==> src/rtl/div_pkg.sv <==
// ============================================================================
// div_pkg : shared types and constants for the iterative signed divider
// Revision: 1.0
// ============================================================================
`default_nettype none

package div_pkg;

  localparam int DIV_WIDTH = 32;

  function automatic int cnt_width(input int w);
    return (w > 1) ? $clog2(w) : 1;
  endfunction

  localparam int DIV_CNT_W = cnt_width(DIV_WIDTH);

  typedef enum logic [1:0] {
    IDLE   = 2'd0,
    ITER   = 2'd1,
    FINISH = 2'd2
  } div_state_e;

endpackage : div_pkg

`default_nettype wire

==> src/rtl/div_step.sv <==
// ============================================================================
// div_step : one combinational restoring-division step on {rem, quo}
// Revision: 1.0
// ============================================================================
`default_nettype none

module div_step #(
  parameter int WIDTH = 32
) (
  input  logic [WIDTH-1:0] rem_i,
  input  logic [WIDTH-1:0] quo_i,
  input  logic [WIDTH-1:0] divisor_i,
  output logic [WIDTH-1:0] rem_o,
  output logic [WIDTH-1:0] quo_o
);

  logic [WIDTH:0] shifted;
  logic [WIDTH:0] trial;

  // The shifted remainder needs WIDTH+1 bits; the restored value is always
  // below the divisor, so it fits back into WIDTH bits.
  always_comb begin
    shifted = {rem_i, quo_i[WIDTH-1]};
    trial   = shifted - {1'b0, divisor_i};
    if (!trial[WIDTH]) begin
      rem_o = trial[WIDTH-1:0];
      quo_o = {quo_i[WIDTH-2:0], 1'b1};
    end else begin
      rem_o = shifted[WIDTH-1:0];
      quo_o = {quo_i[WIDTH-2:0], 1'b0};
    end
  end

endmodule : div_step

`default_nettype wire

==> src/rtl/div_unit.sv <==
// ============================================================================
// div_unit : iterative signed divider, quotient to Lo, remainder to Hi
// Revision: 1.0
// ============================================================================
`default_nettype none

module div_unit
  import div_pkg::*;
#(
  parameter int WIDTH = DIV_WIDTH
) (
  input  logic             Clk,
  input  logic             Reset,
  input  logic [WIDTH-1:0] DivA,
  input  logic [WIDTH-1:0] DivB,
  input  logic             DivControl,
  output logic [WIDTH-1:0] Hi,
  output logic [WIDTH-1:0] Lo,
  output logic             Busy,
  output logic             Done,
  output logic             DivZero
);

  localparam int CNT_W = cnt_width(WIDTH);

  div_state_e       state_q, state_d;
  logic [CNT_W-1:0] cnt_q, cnt_d;
  logic [WIDTH-1:0] rem_q, rem_d;
  logic [WIDTH-1:0] quo_q, quo_d;
  logic [WIDTH-1:0] dvsr_q, dvsr_d;
  logic             signq_q, signq_d;
  logic             signr_q, signr_d;
  logic [WIDTH-1:0] hi_q, hi_d;
  logic [WIDTH-1:0] lo_q, lo_d;
  logic             done_q, done_d;
  logic             divzero_q, divzero_d;

  logic [WIDTH-1:0] abs_a, abs_b;
  logic [WIDTH-1:0] step_rem, step_quo;

  // Magnitudes as unsigned WIDTH-bit values; the most negative input maps to itself.
  assign abs_a = DivA[WIDTH-1] ? (~DivA + 1'b1) : DivA;
  assign abs_b = DivB[WIDTH-1] ? (~DivB + 1'b1) : DivB;

  div_step #(
    .WIDTH (WIDTH)
  ) u_step (
    .rem_i     (rem_q),
    .quo_i     (quo_q),
    .divisor_i (dvsr_q),
    .rem_o     (step_rem),
    .quo_o     (step_quo)
  );

  always_ff @(posedge Clk or negedge Reset) begin
    if (!Reset) begin
      state_q   <= IDLE;
      cnt_q     <= '0;
      rem_q     <= '0;
      quo_q     <= '0;
      dvsr_q    <= '0;
      signq_q   <= 1'b0;
      signr_q   <= 1'b0;
      hi_q      <= '0;
      lo_q      <= '0;
      done_q    <= 1'b0;
      divzero_q <= 1'b0;
    end else begin
      state_q   <= state_d;
      cnt_q     <= cnt_d;
      rem_q     <= rem_d;
      quo_q     <= quo_d;
      dvsr_q    <= dvsr_d;
      signq_q   <= signq_d;
      signr_q   <= signr_d;
      hi_q      <= hi_d;
      lo_q      <= lo_d;
      done_q    <= done_d;
      divzero_q <= divzero_d;
    end
  end

  always_comb begin
    state_d   = state_q;
    cnt_d     = cnt_q;
    rem_d     = rem_q;
    quo_d     = quo_q;
    dvsr_d    = dvsr_q;
    signq_d   = signq_q;
    signr_d   = signr_q;
    hi_d      = hi_q;
    lo_d      = lo_q;
    done_d    = 1'b0;
    divzero_d = divzero_q;

    case (state_q)
      IDLE: begin
        if (DivControl) begin
          if (DivB == '0) begin
            divzero_d = 1'b1;
            state_d   = FINISH;
          end else begin
            divzero_d = 1'b0;
            quo_d     = abs_a;
            dvsr_d    = abs_b;
            rem_d     = '0;
            signq_d   = DivA[WIDTH-1] ^ DivB[WIDTH-1];
            signr_d   = DivA[WIDTH-1];
            cnt_d     = CNT_W'(WIDTH - 1);
            state_d   = ITER;
          end
        end
      end

      ITER: begin
        rem_d = step_rem;
        quo_d = step_quo;
        cnt_d = cnt_q - CNT_W'(1);
        if (cnt_q == '0) begin
          state_d = FINISH;
        end
      end

      FINISH: begin
        if (!divzero_q) begin
          lo_d = signq_q ? (~quo_q + 1'b1) : quo_q;
          hi_d = signr_q ? (~rem_q + 1'b1) : rem_q;
        end
        done_d  = 1'b1;
        state_d = IDLE;
      end

      default: begin
        state_d = IDLE;
      end
    endcase
  end

  assign Hi      = hi_q;
  assign Lo      = lo_q;
  assign Busy    = (state_q != IDLE);
  assign Done    = done_q;
  assign DivZero = divzero_q;

endmodule : div_unit

`default_nettype wire
==> config.mk <==
export PLATFORM = sky130hd
export DESIGN_NAME = div_unit
export DESIGN_NICKNAME = d
export VERILOG_FILES = /design/src/rtl/div_pkg.sv /design/src/rtl/div_step.sv /design/src/rtl/div_unit.sv
export SDC_FILE = /design/constraint.sdc
export NUM_CORES = 1
export LEC_CHECK = 0
export ABC_AREA = 1
export CAP_MARGIN = 25
export CORE_UTILIZATION = 45
export CTS_CLUSTER_DIAMETER = 200
export DETAILED_ROUTE_END_ITERATION = 8
export PLACE_DENSITY = 0.65
export SETUP_SLACK_MARGIN = 0.2
export SLEW_MARGIN = 40
export SYNTH_ARGS = -nofsm -noshare
export SYNTH_HDL_FRONTEND = slang
export SYNTH_SLANG_ARGS = --single-unit
==> constraint.sdc <==
create_clock -name Clk -period 4.69 [get_ports Clk]
set_clock_uncertainty 0.05 [all_clocks]
set_input_delay 0.7035 -clock Clk [delete_from_list [all_inputs] [get_ports Clk]]
set_output_delay 0.7035 -clock Clk [all_outputs]
set_load 0.02 [all_outputs]
[Yosys cells after proc, flatten, opt, wreduce, memory -nomap -nowiden]
Index checks and enable logic that the tools add are counted.
Storage, ports and cells
  register bits after elaboration: 171
  output and inout bits: 67
  word-level logic and storage cells: 60
Cells by class
  add/sub/neg operators: 6
  equality and inequality tests: 5
  muxes and demuxes: 21
  bitwise operators: 7
  reductions and logical operators: 10
Operators by type and width (count)
  $mux 32: 9
  $add 32x1->32 const B: 4
  $not 32->32: 4
  $pmux 32 s2: 2
  $sub 33x32->33: 1
  $logic_not 32->1: 1
  $mux 5: 2
  $pmux 5 s2: 1
  $mux 2: 3
  $ne 2x2->1 const B: 3
  $reduce_and 2->1: 3
  $reduce_and 3->1: 2
  $logic_not 5->1: 1
  $sub 5x1->5 const B: 1
  $pmux 2 s2: 1
  $reduce_bool 2->1: 2
  $mux 1: 3
  $eq 2x1->1 const B: 1
  $eq 2x2->1 const B: 1
  $logic_not 2->1: 1
  $not 1->1: 2
  $xor 1x1->1: 1

[Logic depth before layout (Yosys ltp)]
Gate-level depths: netlist of the first run.
  depth after elaboration: 6
  gate-level depth with buffers: 18
  gate-level depth less buffers: 17

[Cells and area by module]
From an unflattened synthesis of the first run, not the netlist that was laid out.
Second synthesis, totals
  cell total of the unflattened synthesis: 2253
  area, all modules: 13728.2 um2
Modules (own cells, without submodules)
  div_unit: times used 1, cells an instance 1539, area an instance 10332.4 um2, sequential area each 4279.1 um2
  div_step: times used 1, cells an instance 714, area an instance 3395.8 um2, sequential area each 0.0 um2

[Worst setup path after synthesis of the first run]
OpenSTA, ideal clock, no wires.
  path kind: flip-flop to flip-flop
  from: register quo_q[31]
  to: register rem_q[22]
  library setup time: 117 ps
  arrival: 2109 ps
  required time: 4523 ps
  path slack: 2414 ps
  cell stages (with the launch flop): 19
  buffers on the path: 1
  clock period less this slack: 2276 ps
  cell sequence: dfrtp_1 -> inv_1 -> ha_1 -> fa_1 -> inv_1 -> nand2_1 -> nand2_1 -> nand3_1 -> nand2_2 -> nand2_2 -> nand2_2 -> nand2_4 -> nand2_4 -> nand2_8 -> nand2_8 -> buf_12 -> nand2_2 -> nand3_1 -> nand2_1
On the way
  longest elaborated chain between the ends: 3
Ends and longest elaborated chain
  start: declaration: RTL line div_unit.sv:29  | logic [WIDTH-1:0] quo_q, quo_d;
  start signal: assignment: RTL line div_unit.sv:72  | quo_q <= quo_d;
  $sub 33x32->33: RTL line div_step.sv:24  | trial = shifted - {1'b0, divisor_i};
  $mux 32: RTL line div_step.sv:25  | if (!trial[WIDTH]) begin
  $pmux 32 s2: RTL line div_unit.sv:96  | case (state_q)
  end signal: assignment: RTL line div_unit.sv:71  | rem_q <= rem_d;
  end: declaration: RTL line div_unit.sv:28  | logic [WIDTH-1:0] rem_q, rem_d;
Every way passes these cells.
A chain may end at the register's enable or synchronous reset.

[Worst setup path after layout of the first run]
  from: register quo_q[31]
  to: register rem_q[1]
The elaborated chain is that of the path after synthesis.

==> results of run 1 <==
[per-layer routing]
layer,share of wire [%],up-vias,wire length [um],global-route usage [%]
met5,0,-,0,0
met4,2.1,0,889,7.25
met3,6.0,54,2570,3.20
met2,42,508,17900,40.7
met1,50,6295,21500,43.8
li1,-,6955,-,-
[state kept, by name, summed over array words and instances (netlist names)]
name	cells
rem_q	32
state_q	2
quo_q	32
dvsr_q	32
DivZero	1
Lo	32
Done	1
Hi	32
cnt_q	5
signr_q	1
signq_q	1
[cell usage after synthesis (2+ instances only)]
cell type,instances,area (um2)
o21ai_1,15,75.1
nor2_1,184,691
a21oi_1,61,305
buf_12,2,40.0
buf_2,17,85.1
o21bai_1,5,37.5
inv_2,3,11.3
nor2_2,3,18.8
a21oi_2,2,17.5
nand2_1,707,2650
and2_1,4,25.0
nand4_1,28,175
xnor2_1,10,87.6
o31ai_1,4,30.0
nand3_2,2,20.0
a31oi_1,5,31.3
o211ai_1,5,37.5
o21ai_0,135,676
inv_1,304,1140
o22ai_1,11,68.8
ha_1,38,475
buf_4,5,37.5
dfrtp_1,171,4280
nor4_1,4,25.0
nand3_1,230,1150
nand2_8,2,40.0
nand2_4,4,45.0
clkbuf_1,34,128
buf_1,5,18.8
nand2_2,25,156
nor3_1,18,90.1
nor3_2,3,30.0
nand3b_1,15,113
clkinv_1,2,7.51
or2_2,5,31.3
xor2_1,57,499
[cells by family after synthesis]
logic type | after synthesis | synth area share [%]
AO/OA/AOI/OAI | 249 | 9.90
flip-flops | 171 | 31.7
XOR/XNOR | 67 | 4.35
adder cells (fa/ha/maj) | 39 | 3.68
buffers and inverters | 373 | 11.0
AND/OR/NAND/NOR | 1237 | 39.4
[critical path: stages (launching register included)]
cell     delay [ns]
dfrtp_1        0.45
inv_1          0.12
ha_1           0.24
fa_1           0.40
inv_1          0.12
nand2_1        0.07
nand2_1        0.08
nand3_1        0.08
nand2_2        0.12
nand2_2        0.07
nand2_2        0.09
nand2_4        0.08
nand3_2        0.28
nand2_4        0.22
nand2_1        0.11
nand3_1        0.08
nand2_1        0.08
[layout make-up]
cell class	count	share of cell area, %
Tap cell	390	3.11
Clock buffer	19	2.82
Multi-Input combinational cell	1592	49.3
Inverter	309	7.40
Sequential cell	171	27.3
Timing Repair Buffer	144	9.20
Clock inverter	11	0.877
[power breakdown]
group / internal [W] / leakage [nW] / total (W) / switching, W
Clock: 0.000804 / 0.274 / 0.00145 / 0.000646
Combinational: 0.00276 / 5.70 / 0.00810 / 0.00534
Sequential: 0.00217 / 2.13 / 0.00291 / 0.000743
[cells in the final DEF (no fill, tap or decap), types with 26 or more instances in the layout]
master	netlist	final
ha_1	38	38
o21ai_0	135	135
xor2_1	57	57
nand2_2	25	26
inv_1	304	301
a21oi_1	61	61
nor2_1	184	183
dfrtp_1	171	169
clkdlybuf4s50_1	0	132
nand2_1	707	706
nand3_1	230	230
nand4_1	28	28
[metrics by stage]
step                hold WS (ns)  setup slack (ns)
floorplan                  0.358              2.41
global placement           0.414              1.28
detailed placement         0.416              1.55
CTS                        0.300              1.91
global route               0.163              1.67
finish                     0.134              1.87
[path summary, 6_finish.rpt]
kind | endpoint | slack (ns)
setup / recovery | rem_q[1]$_DFFE_PN0P_ | 1.87
hold / removal | rem_q[11]$_DFFE_PN0P_ | 0.13
setup reg to reg | rem_q[1]$_DFFE_PN0P_ | 1.87
hold reg to reg | Lo[27]$_DFFE_PN0P_ | 0.43
max in group asynchronous | quo_q[19]$_DFFE_PN0P_ | 3.57
min in group Clk | Lo[27]$_DFFE_PN0P_ | 0.43
==> flow_summary.toml, run 1 <==
[logic_synthesis]
synth_ff_type = "dfrtp_1"
synth_edf_count = 0
avgSynthCellArea_um2 = 6.31
ys_types = 47
ys_ff_latch = 171
syn_area_mm2 = 0.0135
synthCells = 2136
synth_sequential_area_ratio_pct = 31.7
syn-num-nets = 2242
async_flop_share_pct = 100
yosys_warnings = 0

[sta]
tightest_slew_ns = 0.811
period_share_pct = 60.0
setup_viol = 0
max_slew_margin_pct = 45.4
max_freq_mhz = 355
slew_viol_final = 0
min_period_ns = 2.82
hold_viol_final = 0
grt_setup_unrepaired = "no"
tns_ns = 0

[outcome]
violations = "design-rule violations"
status = "finished, violations left"

[worst_setup_path]
path_max_fanout = 15
crit_required_ns = 5.02
critPathCaptureType = "register"
cp-start-kind = "register"
cp-startpoint = "quo_q[31]$_DFFE_PN0P_"
worstReg2RegStart = "quo_q[31]$_DFFE_PN0P_"
path_class = "register to register"
worstPathArrival_ns = 3.14
reg2regPathDepth = 16

[clocking]
clk_pin_slew_ns = 0.07
cts_tree = "built"
ctsResizeCount = 0
cts_made_buffers = 17
post_cts_buffers = 0
cts_buffer_depth = 2
htreeDepth = 4
clk_latency_ns = 0.44
cts_root_buf = "clkbuf_16"
cts.sinks = 171
cts_hold_buf = 0

[place]
placement.io_buffers = 133
place_hpwl_mm = 33.5
dp_cells = 2605
gp_congestion = 0.968
placed_area_mm2 = 0.0151

[route]
drt-vias-per-instance = 5.24
vias = 13812
drtPass1Iterations = 8
postRouteAntennaNets = 0
drt_wl_total_mm = 42.8
wl_per_cell_um = 16.2
drc = 2
drtIter0Drc = 1381

[die]
fp.coreArea_mm2 = 0.0296
start_util_pct = 45.6
num_rows = 63
die_x_um = 175
io_pins = 134
dieArea_mm2 = 0.0307
die_h_um = 175

[layout]
final_util_pct = 53.1
regArea_mm2 = 0.00428
drive_gt1_share_pct = 4.54
antenna_cells = 0
design_area_mm2 = 0.0157
multi_input_comb_area_mm2 = 0.00773
syn2layout_area_growth_pct = 16.4
nNetsFinal = 2341
n_fill_cell = 3058
fin_cells = 2636

[power]
peakVddDrop_mv = 0.617
leakagePower_nw = 8.10
power_density_mw_per_mm2 = 794
p_total_w = 0.0125

[grt]
grt_antenna_before_repair = 0
grt_max_degree = 105
grt_pass1_vias = 12393
grt_pass1_wl_mm = 67.5
grt_usage_pct = 28.1
overflow = 0

[flow_run]
maxCapViolCount = 0

[min_path]
holdCritPathClass = "input pin to async pin"
Power figures use the tool's default switching activity.
==> run 2, diff against run 1 <==
--- a/config.mk
+++ b/config.mk
@@ -10,7 +10,7 @@
 export CORE_UTILIZATION = 45
 export CTS_CLUSTER_DIAMETER = 200
 export DETAILED_ROUTE_END_ITERATION = 8
-export PLACE_DENSITY = 0.65
+export PLACE_DENSITY = 0.68
 export SETUP_SLACK_MARGIN = 0.2
 export SLEW_MARGIN = 40
 export SYNTH_ARGS = -nofsm -noshare
==> constraint.sdc (replaced) <==
create_clock -name Clk -period 2.3 [get_ports Clk]
set_clock_uncertainty 0.05 [all_clocks]
set_input_delay 0.345 -clock Clk [delete_from_list [all_inputs] [get_ports Clk]]
set_output_delay 0.345 -clock Clk [all_outputs]
set_load 0.02 [all_outputs]
==> run 2 against run 1 <==
Against the previous run: the flow finishes with violations (design-rule violations, negative setup slack); final cell count is 8.1% higher; hold slack improved by 0.25 ns; routed wire length increased by 10%; clock power is 100% higher; global-route usage increased by 2.1 points; power rose to 2.5 times the previous value; sequential cell count did not move; worst setup slack got worse by 2.0 ns; critical endpoint is now rem_q[2]$_DFFE_PN0P_.
==> flow_summary.toml, run 2 (synthesis gave the netlist of run 1 again) <==
[outcome]
status = "finished, violations left"
violations = "design-rule violations, negative setup slack"

[min_path]
holdCritPathClass = "input pin to async pin"

[die]
fp.coreArea_mm2 = 0.0296
io_pins = 134
start_util_pct = 45.6
num_rows = 63
dieArea_mm2 = 0.0307
die_h_um = 175
die_x_um = 175

[power]
power_density_mw_per_mm2 = 1720
peakVddDrop_mv = 0.860
leakagePower_nw = 9.41
p_total_w = 0.0317

[route]
drtPass1Iterations = 9
drtIter0Drc = 1469
drt-vias-per-instance = 5.31
vias = 15134
postRouteAntennaNets = 0
wl_per_cell_um = 16.5
drt_wl_total_mm = 47.1
drc = 2

[clocking]
clk_latency_ns = 0.44
cts_buffer_depth = 2
cts_tree = "built"
cts_root_buf = "clkbuf_16"
htreeDepth = 4
cts_made_buffers = 17
cts.sinks = 171
clk_pin_slew_ns = 0.08

[worst_setup_path]
worstPathArrival_ns = 2.71
crit_required_ns = 2.63
path_common_cell = "nand2_2"
cp_cell_sequence = "ha_4 > fa_2 > inv_2 > nand2_2 > nand2_2 > nand3_2 > nand2_2 > nand2_2 > nand2_2 > nand2_4 > nand3_4 > buf_6 > nand2_8 > nand2_1 > nand3_1 > nand2_1"
path_max_fanout = 9
critPathCaptureType = "register"
path_class = "register to register"
max_stage_delay_ns = 0.42
crit_path_top_delay_cell = "dfrtp_1"
cp-start-kind = "register"
reg2regPathDepth = 16

[place]
gp_congestion = 0.995
dp_cells = 2790
post-place-ws_ns = -0.149
place_hpwl_mm = 35.7
placed_area_mm2 = 0.0166
placement.io_buffers = 133

[sta]
setup_ws_ns = -0.0817
hold_viol_final = 0
slew_viol_final = 0
grt_setup_unrepaired = "yes"
period_share_pct = 104
max_freq_mhz = 420
min_period_ns = 2.38
setup_viol = 25
max_slew_margin_pct = 59.8
tightest_slew_ns = 0.604

[grt]
grt_antenna_before_repair = 1
overflow = 0
grt_usage_pct = 30.2
grt_pass1_wl_mm = 72.7
grt_pass1_vias = 13793
grt_max_degree = 102

[layout]
final_common_cell = "nand2_1"
design_area_mm2 = 0.0185
fin_cells = 2850
final_util_pct = 62.5
antenna_cells = 0
drive_gt1_share_pct = 19.0
syn2layout_area_growth_pct = 36.9
mostFrequentLayoutCells = "nand2_1, inv_1, buf_4"
nNetsFinal = 2553

[flow_run]
maxCapViolCount = 0
[run 2: cell count changes in the layout (fill, tap and decap cells not counted), moves of 15 or more]
cell     previous run  this run
inv_1             301       282
buf_4               9       196
buf_12              0        15
nand2_1           706       686
inv_2               6        24
nor2_1            183       164
ha_1               38        21
nor2_2              3        18
nand3_1           230       169
nand3_2             2        49
[run 2: layer usage]
metal	track usage (%)	share of wire, %	up-vias
met2	45.3	43	603
met1	44.5	47	7021
met5	0	0.028	-
li1	-	-	7400
met3	4.24	7.2	108
met4	9.42	3.2	2
[run 2: per-stage QoR]
stage          TNS (ns)  hold WS [ns]
6_report         -0.672         0.380
5_1_grt           -4.23         0.415
4_1_cts               0         0.403
3_5_place_dp      -4.40         0.302
3_3_place_gp     -0.624         0.297
2_1_floorplan         0     -0.000591
[run 2: area by class of cell]
class,count,area (um2)
Timing Repair Buffer,353,3260
Fill cell,2698,11100
Inverter,309,1160
Clock inverter,13,130
Sequential cell,171,4280
Clock buffer,19,453
Multi-Input combinational cell,1595,8680
Tap cell,390,488
[run 2: timing repair]
action,CTS,global route
gates resized for setup,84,110
gates cloned,2,6
setup buffers,7,12
hold endpoints to repair,46,0
hold buffers,1,0
pin swaps,19,62
endpoints found under the setup margin,41,89
[run 2: where the power goes]
group | switching (W) | leakage (nW) | internal (W) | total (W)
sequential | 0.00123 | 2.13 | 0.00443 | 0.00566
combinational | 0.0138 | 7.00 | 0.00936 | 0.0232
clock | 0.00133 | 0.285 | 0.00158 | 0.00291
[run 2: final timing paths]
| path | startpoint | end | slack (ns) |
|---|---|---|---|
| setup / recovery | dvsr_q[0]$_DFFE_PN0P_ | rem_q[2]$_DFFE_PN0P_ | -0.08 |
| hold / removal | Reset | dvsr_q[9]$_DFFE_PN0P_ | 0.38 |
| setup reg to reg | dvsr_q[0]$_DFFE_PN0P_ | rem_q[2]$_DFFE_PN0P_ | -0.08 |
| hold reg to reg | Hi[21]$_DFFE_PN0P_ | Hi[21]$_DFFE_PN0P_ | 0.43 |
| max in group asynchronous | Reset | state_q[1]$_DFFE_PN0P_ | 1.11 |
| min in group Clk | Hi[21]$_DFFE_PN0P_ | Hi[21]$_DFFE_PN0P_ | 0.43 |
[run 2: critical path: cells and delay by family, from the launching register on]
| family | cells | cell delay [ns] |
|---|---|---|
| and+or+nand+nor | 12 | 1.02 |
| DFF | 1 | 0.42 |
| buffers and inverters | 2 | 0.23 |
| adders and majority gates | 2 | 0.58 |
==> run 3, diff against run 2 <==
--- a/config.mk
+++ b/config.mk
@@ -7,10 +7,11 @@
 export LEC_CHECK = 0
 export ABC_AREA = 1
 export CAP_MARGIN = 25
-export CORE_UTILIZATION = 45
+export CORE_UTILIZATION = 53
 export CTS_CLUSTER_DIAMETER = 200
 export DETAILED_ROUTE_END_ITERATION = 8
-export PLACE_DENSITY = 0.68
+export MAX_ROUTING_LAYER = met4
+export PLACE_DENSITY = 0.78
 export SETUP_SLACK_MARGIN = 0.2
 export SLEW_MARGIN = 40
 export SYNTH_ARGS = -nofsm -noshare
==> run 3 against run 2 <==
Against the previous run: the flow still finishes with violations (design-rule violations, negative setup slack); clock power rose by 6%; core utilization rose by 8.5 points; critical path depth rose by 1; sequential cell count did not move; cell area fell by 3.7%; die area fell by 15%; global-route usage rose by 5.3 points; clock-buffer cell count fell by 2; register-to-register slack barely moved; non-clock buffer count fell by 38; combinational power fell by 9%; routed wire length fell by 2.3%.
==> flow_summary.toml, run 3 (synthesis gave the netlist of run 1 again) <==
[outcome]
status = "finished, violations left"
violations = "design-rule violations, negative setup slack"

[sta]
hold_viol_final = 0
setup_ws_ns = -0.0873
period_share_pct = 104
setup_viol = 21
max_freq_mhz = 419
slew_viol_final = 0
hold_ws_ns = 0.373
min_period_ns = 2.39
grt_setup_unrepaired = "yes"
max_slew_margin_pct = 47.9
tightest_slew_ns = 0.774

[clocking]
htreeDepth = 4
cts_made_buffers = 17
cts.sinks = 171
cts_root_buf = "clkbuf_16"
clk_pin_slew_ns = 0.08
cts_buffer_depth = 2
clk_latency_ns = 0.44
cts_tree = "built"

[die]
start_util_pct = 53.8
num_rows = 58
dieArea_mm2 = 0.0261
fp.coreArea_mm2 = 0.0250
io_pins = 134
die_h_um = 161
die_x_um = 161

[place]
dp_cells = 2692
post-place-ws_ns = -0.0703
gp_congestion = 0.985
placement.io_buffers = 133
place_hpwl_mm = 34.5

[route]
drc = 2
postRouteAntennaNets = 0
drt_wl_total_mm = 46.1
wl_per_cell_um = 16.7
drtPass1Iterations = 8
vias = 15217
drtIter0Drc = 1828
drt-vias-per-instance = 5.53

[grt]
overflow = 0
grtUsageMet1_pct = 50.8
grt_max_degree = 102
met3_usage_pct = 4.31
grt_usage_pct = 35.5
grtUsageMet2_pct = 52.1
grt_pass1_vias = 13603
grt_pass1_wl_mm = 70.7
grt_antenna_before_repair = 0
busiest_layer = "met2"

[worst_setup_path]
cp-start-kind = "register"
critPathCaptureType = "register"
path_class = "register to register"
max_stage_delay_ns = 0.41
r2r_end = "rem_q[18]$_DFFE_PN0P_"
ff2ff_setup_slack_ns = -0.09
worst-path-buf-inv = 4
crit_required_ns = 2.58
worstReg2RegStart = "quo_q[31]$_DFFE_PN0P_"
cp_cell_sequence = "inv_2 > ha_4 > fa_2 > inv_2 > nand2_1 > nand2_1 > nand3_1 > nand2_2 > nand2_2 > nand2_2 > nand2_4 > nand3_4 > buf_4 > buf_6 > nand3_1 > nand3_1 > nand2_1"
crit_path_top_delay_cell = "dfrtp_1"
reg2regPathDepth = 17
path_delay_family = "simple AND/OR/NAND/NOR gates"
path_max_fanout = 6
worstPathArrival_ns = 2.67

[layout]
antenna_cells = 0
final_util_pct = 71.0
nNetsFinal = 2514
drive_gt1_share_pct = 16.7
fin_cells = 2751
final_common_cell = "nand2_1"
mostFrequentLayoutCells = "nand2_1, inv_1, nand3_1"
syn2layout_area_growth_pct = 31.8

[power]
power_density_mw_per_mm2 = 1690
p_total_w = 0.0300
peakVddDrop_mv = 0.806
leakagePower_nw = 9.12

[min_path]
holdCritPathClass = "input pin to async pin"

[flow_run]
maxCapViolCount = 0
## run 3: changes by cell type in the layout (fill, tap and decap cells not counted), sizes merged
cell      delta
clkinvlp     -3
clkinv       +3
nand2        -1
clkbuf       -4
buf         -36
inv          +3
bufinv       -1
## run 3: through the flow
step / TNS, ns / instance area, um2
finish: -0.587 / 17800
floorplan: 0 / 13500
CTS: 0 / 17200
detailed placement: -0.639 / 16300
global placement: -0.191 / 16300
global route: -3.46 / 17800
## run 3: layout make-up
class	instances	area, um2
Inverter	309	1160
Clock buffer	17	425
Timing Repair Buffer	315	2900
Multi-Input combinational cell	1594	8380
Fill cell	2107	7260
Tap cell	330	413
Sequential cell	171	4290
Clock inverter	15	208
## run 3: worst reg2reg max path, cell delays in order, from the launching register on
cell	delay, ns
dfrtp_1	0.41
inv_2	0.08
ha_4	0.18
fa_2	0.35
inv_2	0.06
nand2_1	0.04
nand2_1	0.07
nand3_1	0.08
nand2_2	0.08
nand2_2	0.06
nand2_2	0.08
nand2_4	0.08
nand3_4	0.13
buf_4	0.13
buf_6	0.12
nand3_1	0.09
nand3_1	0.11
nand2_1	0.06
## run 3: report_power, final
group | switching (W) | total, W | internal (W)
Combinational | 0.0130 | 0.0212 | 0.00826
Clock | 0.00157 | 0.00309 | 0.00152
Sequential | 0.00126 | 0.00569 | 0.00443
## run 3: repair_timing
item,in CTS,in global routing
gates cloned,3,2
endpoints found under the hold margin,49,0
hold buffers,1,0
buffers inserted,5,16
endpoints found under the setup margin,39,70
pin swaps,7,29
gates resized for setup,48,106
## run 3: how the worst max path moves through the flow
stage / startpoint / to / slack, ns / cells after the start
floorplan: quo_q[31]$_DFFE_PN0P_ / rem_q[22]$_DFFE_PN0P_ / 0.12 / 18
global placement: DivA[1] / quo_q[16]$_DFFE_PN0P_ / -0.06 / 12
detailed placement: DivA[1] / quo_q[18]$_DFFE_PN0P_ / -0.07 / 12
CTS: quo_q[31]$_DFFE_PN0P_ / rem_q[7]$_DFFE_PN0P_ / 0.01 / 17
global route: quo_q[31]$_DFFE_PN0P_ / rem_q[18]$_DFFE_PN0P_ / -0.17 / 17
finish: quo_q[31]$_DFFE_PN0P_ / rem_q[18]$_DFFE_PN0P_ / -0.09 / 17
## run 3: per-layer routing
layer	vias to the layer above	share of wire, %
met5	-	0
met4	0	3.4
met3	112	8.0
met2	790	44
met1	6994	45
li1	7321	-
